### src/rtl/lsu_pkg.sv
// lsu_pkg: shared types and byte-enable helper for the load/store unit
package lsu_pkg;
  typedef enum logic [1:0] {SIZE_B, SIZE_H, SIZE_W, SIZE_RSVD} lsu_size_t;
  typedef enum logic [1:0] {IDLE, WAIT, RESP} lsu_state_t;
  function automatic logic [3:0] byte_en(lsu_size_t size, logic [1:0] off);
    return size == SIZE_B ? 4'b0001 << off :
           size == SIZE_H ? (off[1] ? 4'b1100 : 4'b0011) :
           size == SIZE_W ? 4'b1111 : 4'b0000;
  endfunction
endpackage

### src/rtl/lsu_align.sv
// lsu_align: store lane replication and load lane extract with sign/zero extension
module lsu_align
  import lsu_pkg::*;
(
  input  lsu_size_t   w_size,
  input  logic [31:0] wdata,
  output logic [31:0] lane_wdata,
  input  lsu_size_t   r_size,
  input  logic        r_unsigned,
  input  logic [1:0]  r_off,
  input  logic [31:0] rdata,
  output logic [31:0] load_data
);
  logic [31:0] sh;
  always_comb begin
    lane_wdata = w_size == SIZE_B ? {4{wdata[7:0]}} : w_size == SIZE_H ? {2{wdata[15:0]}} : wdata;
    sh = rdata >> {r_off, 3'b000};
    load_data = r_size == SIZE_B ? {{24{~r_unsigned & sh[7]}}, sh[7:0]} :
                r_size == SIZE_H ? {{16{~r_unsigned & sh[15]}}, sh[15:0]} : rdata;
  end
endmodule

### src/rtl/load_store_unit.sv
// load_store_unit: byte/half/word load-store front end for BRAM port B, fixed 2-cycle latency
module load_store_unit
  import lsu_pkg::*;
#(
  parameter int MEM_SIZE = 8192,
  localparam int AW = $clog2(MEM_SIZE)
) (
  input  logic          clk,
  input  logic          rst,
  input  logic          req_valid,
  output logic          req_ready,
  input  logic          req_write,
  input  logic [1:0]    req_size,
  input  logic          req_unsigned,
  input  logic [31:0]   req_addr,
  input  logic [31:0]   req_wdata,
  output logic          resp_valid,
  output logic [31:0]   resp_rdata,
  output logic          resp_fault,
  output logic [AW-1:0] mem_addr,
  output logic [31:0]   mem_wdata,
  input  logic [31:0]   mem_rdata,
  output logic [3:0]    mem_data_en,
  output logic          mem_write_en
);
  lsu_state_t state, state_d;
  lsu_size_t size, size_q;
  logic [1:0] off, off_q;
  logic accept, fault, drive, write_q, unsigned_q, fault_q;
  logic [31:0] lane_wdata, load_data;
  lsu_align u_align (
    .w_size(size),
    .wdata(req_wdata),
    .lane_wdata(lane_wdata),
    .r_size(size_q),
    .r_unsigned(unsigned_q),
    .r_off(off_q),
    .rdata(mem_rdata),
    .load_data(load_data)
  );
  always_ff @(posedge clk)
    state <= rst ? IDLE : state_d;
  always_comb
    state_d = state == WAIT ? RESP : accept ? WAIT : IDLE;
  always_comb begin
    req_ready = ~rst & (state != WAIT);
    resp_valid = ~rst & (state == RESP);
  end
  // memory is only driven for a fault-free request in its accept cycle
  always_comb begin
    size = lsu_size_t'(req_size);
    off = req_addr[1:0];
    fault = (req_addr >= 32'(MEM_SIZE)) | (size == SIZE_RSVD) |
            (size == SIZE_H & off[0]) | (size == SIZE_W & off != 2'b00);
    accept = req_valid & req_ready;
    drive = accept & ~fault;
    mem_addr = drive ? req_addr[AW-1:0] : '0;
    mem_data_en = drive ? byte_en(size, off) : 4'b0000;
    mem_write_en = drive & req_write;
    mem_wdata = drive ? lane_wdata : 32'h0;
  end
  always_ff @(posedge clk) begin
    if (rst) begin
      write_q <= 1'b0;
      size_q <= SIZE_B;
      unsigned_q <= 1'b0;
      off_q <= 2'b00;
      fault_q <= 1'b0;
      resp_rdata <= 32'h0;
      resp_fault <= 1'b0;
    end else begin
      if (accept) begin
        write_q <= req_write;
        size_q <= size;
        unsigned_q <= req_unsigned;
        off_q <= off;
        fault_q <= fault;
      end
      if (state == WAIT) begin
        resp_rdata <= (write_q | fault_q) ? 32'h0 : load_data;
        resp_fault <= fault_q;
      end
    end
  end
endmodule

### config.mk
export PLATFORM = sky130hd
export DESIGN_NAME = load_store_unit
export DESIGN_NICKNAME = d
export VERILOG_FILES = /design/src/rtl/lsu_pkg.sv /design/src/rtl/lsu_align.sv /design/src/rtl/load_store_unit.sv
export SDC_FILE = /design/constraint.sdc
export NUM_CORES = 1
export LEC_CHECK = 0
export BUFFER_PORTS_ARGS = -buffer_cell sky130_fd_sc_hd__buf_4
export CORE_UTILIZATION = 38
export DETAILED_ROUTE_END_ITERATION = 7
export GPL_TIMING_DRIVEN = 0
export PLACE_DENSITY_LB_ADDON = 0.2
export SYNTH_ARGS = -nofsm -noshare
export SYNTH_HDL_FRONTEND = slang
export SYNTH_HIERARCHICAL = 1
export SYNTH_SLANG_ARGS = --single-unit
export TNS_END_PERCENT = 1
### constraint.sdc
create_clock -name clk -period 1.9 [get_ports clk]
set_input_delay 0.38 -clock clk [delete_from_list [all_inputs] [get_ports clk]]
set_output_delay 0.38 -clock clk [all_outputs]
set_load 0.1 [all_outputs]
==> results.py <==
metrics = {
    "clock_tree": {
        "numCtsBuffers": 5,
        "clk_latency_ns": 0.29,
        "h-tree-depth": 2,
        "holdBufCountCts": 0,
        "max-clock-path-buffers": 2,
        "cts.sinks": 42,
        "cts_tree": "done",
        "path_clk_slew_ns": 0.08,
        "root_buffer": "clkbuf_8",
    },
    "pwr": {
        "power.internal_uw": 1720,
        "vdd_ir_drop_max_mv": 0.385,
        "p_per_area_nw_per_um2": 455,
        "p_switching_uw": 1050,
        "leakage_uw": 0.00292,
        "seqPwrFrac_pct": 34.6,
        "p_sw_share_pct": 37.8,
        "p_clk_share_pct": 25.6,
        "power_frac_comb_pct": 39.8,
    },
    "final_layout": {
        "regArea_um2": 841,
        "synthToLayoutAreaGrowth_pct": 65.5,
        "fin_cells": 769,
        "drive_gt1_share_pct": 51.6,
        "fillCellCount": 770,
        "diodes": 0,
        "nets": 742,
        "multi_input_area_um2": 2830,
        "final_cell_area_um2": 6090,
    },
    "outcome": {
        "failed_checks": "setup timing",
        "status": "complete, but fails checks",
    },
    "setup_path": {
        "path_buf_inv": 3,
        "worstPathArrival_ns": 1.87,
        "max_stage_delay_ns": 0.34,
        "startpoint_type": "primary input",
        "slowest_stage": "nor4_4",
        "worst_setup_path_end_kind": "output port",
        "crit_type": "primary input to output port",
        "cp_max_fo": 10,
        "endpoint": "mem_wdata[2]",
        "path_cells": "buf_4 > nor4_4 > o211ai_4 > buf_6 > nor4_4 > buf_6",
        "path_depth": 6,
        "r2r_start": "size_q[1]",
        "required_ns": 1.52,
        "rr_endpoint": "resp_rdata[11]",
        "setup.worst_path.start": "req_addr[21]",
        "ff2ff_path_depth": 5,
        "cp_top_family": "simple AND/OR/NAND/NOR gates",
        "r2r_slack_ns": 0.09,
    },
    "timing": {
        "setup_viol": 51,
        "period_share_pct": 118,
        "setup_ws_ns": -0.351,
        "grt_setup_unrepaired": "yes",
        "whs_ns": 0.309,
        "worst_clock_skew_ns": 0.00301,
        "hold_viol_final": 0,
        "min_period_ns": 2.25,
        "tightestPinTransition_ns": 0.513,
        "max_freq_ghz": 0.444,
        "slew_headroom_pct": 65.8,
        "slew_violations": 0,
    },
    "floorplan": {
        "fp-row-count": 35,
        "initial_utilization_pct": 39.4,
        "core_um2": 9330,
        "die-area_um2": 10100,
        "die_width_um": 100,
        "io_pins": 188,
        "die_h_um": 100,
    },
    "drt": {
        "postRouteAntennaNets": 0,
        "drt_iter0_markers": 142,
        "first_pass_iters": 5,
        "num_vias": 4124,
        "drc_errors": 0,
        "vias_per_cell": 5.36,
        "drt-wirelength-per-cell_um": 16.4,
        "routed_wl_um": 12600,
    },
    "run": {
        "max_cap_violations": 0,
    },
    "grt": {
        "antenna_found_initial": 0,
        "grt_overflow_total": 0,
        "grt_max_degree": 14,
        "grt_pass1_wl_um": 20000,
        "grt_pass1_vias": 4047,
        "grt_usage_pct": 24.8,
    },
    "synth": {
        "synth_ff_type": "dfxtp_1",
        "synthArstFlopShare_pct": 0,
        "synth.distinct_cells": 43,
        "syn_nets": 545,
        "synth_edf_count": 0,
        "synth_cells": 442,
        "ys_seq_area_share_pct": 22.9,
        "synth_area_um2": 3680,
        "avgSynthCellArea_um2": 8.32,
        "ys_seq_elements": 42,
        "yosysWarnings": 6,
    },
    "placed_design": {
        "placed_cells": 758,
        "dp_hpwl_um": 9910,
        "gp_congestion": 0.904,
        "portBuffers": 187,
        "dpl-instance-area_um2": 5700,
    },
    "min_path": {
        "hp-class": "primary input to register",
    },
}
-- sequential cells by signal (all words and copies together), names as in the netlist --
signal / flops
resp_rdata: 32
size_q: 2
fault_q: 1
off_q: 2
unsigned_q: 1
state: 2
write_q: 1
resp_fault: 1
-- how the worst min path moves through the flow --
stage	from	endpoint	cells past startpoint
2_1_floorplan	rst	state[1]	1
3_3_place_gp	resp_rdata[6]	resp_rdata[6]	1
3_5_place_dp	resp_rdata[11]	resp_rdata[11]	1
4_1_cts	req_unsigned	unsigned_q	2
5_1_grt	req_unsigned	unsigned_q	2
6_report	req_unsigned	unsigned_q	2
-- metrics by stage --
step / setup slack, ns / setup TNS [ns] / util, % / total power, uW
after floorplan: -0.644 / -31.77 / - / 1690
after global placement: -0.444 / -18.71 / 61.1 / 2050
after detailed placement: -0.427 / -19.45 / 61.1 / 2060
after CTS: -0.345 / -15.22 / 64.9 / 2770
after global routing: -0.421 / -19.30 / 65.3 / 2890
final: -0.351 / -15.10 / 65.3 / 2770
-- cells in the final DEF, fill, tap and decap left out, types with 3 or more instances in the layout --
| master | count |
|---|---|
| nand2b_1 | 5 |
| mux2_2 | 19 |
| o211ai_1 | 7 |
| a22o_1 | 34 |
| o21ai_1 | 5 |
| nor4_4 | 52 |
| nand3b_1 | 4 |
| mux2i_1 | 16 |
| buf_6 | 57 |
| nand2_1 | 56 |
| buf_4 | 160 |
| inv_1 | 53 |
| o2111ai_1 | 3 |
| o22ai_1 | 4 |
| dfxtp_1 | 42 |
| a22oi_1 | 5 |
| buf_2 | 7 |
| a21oi_1 | 12 |
| a31oi_1 | 5 |
| nor2_1 | 14 |
| o221a_2 | 3 |
| nor2b_1 | 11 |
| nand3_1 | 4 |
| o21ai_0 | 17 |
| clkbuf_8 | 5 |
| clkbuf_1 | 5 |
-- Yosys cell counts (all sizes together) (10+ instances only) --
| master | count | area share, % |
|---|---|---|
| a21oi | 12 | 1.6 |
| a22o | 34 | 8.1 |
| buf | 37 | 6.9 |
| dfxtp | 42 | 23 |
| inv | 55 | 5.6 |
| mux2 | 19 | 5.8 |
| mux2i | 16 | 4.4 |
| nand2 | 57 | 5.8 |
| nor2 | 17 | 1.9 |
| nor2b | 12 | 2.1 |
| nor4 | 55 | 19 |
| o211ai | 10 | 2.9 |
| o21ai | 22 | 3.0 |
-- repair_timing --
item / CTS / global route
buffers inserted: 2 / 1
endpoints found under the setup margin: 51 / 52
gates resized for setup: 66 / 7
pin swaps: 2 / 3
-- cells by family (layout without fill, tap and decap cells) --
logic type	after synthesis	after routing	share of synthesized area, %
compound gates	101	101	20.6
xor+xnor	1	1	0.238
buf+inv	99	297	13.2
flops	42	42	22.9
mux	35	35	10.2
simple gates	164	164	32.9
-- final cells by class --
| class | instances | area share, % |
|---|---|---|
| Buffer | 44 | 5.30 |
| Clock buffer | 5 | 1.13 |
| Clock inverter | 3 | 0.658 |
| Inverter | 55 | 3.39 |
| Multi-Input combinational cell | 301 | 46.4 |
| Sequential cell | 42 | 13.8 |
| Tap cell | 129 | 2.65 |
| Timing Repair Buffer | 190 | 26.6 |
-- power groups by stage --
stage               combinational [uW]  sequential [uW]  clock [uW]
CTS                               1090              959         719
floorplan                          483             1200           0
detailed placement                1080              979           0
finish                            1100              959         708
global route                      1180              965         751
global placement                  1070              977           0
-- per-layer routing --
| layer | vias to the layer above | track usage, % | share of wire, % |
|---|---|---|---|
| met5 | - | 0 | 0 |
| met4 | 0 | 9.48 | 3.4 |
| met3 | 32 | 6.06 | 8.7 |
| met2 | 214 | 42.6 | 49 |
| met1 | 1904 | 29.9 | 39 |
| li1 | 1974 | - | - |
No activity file was read; power rests on OpenSTA's default activity.
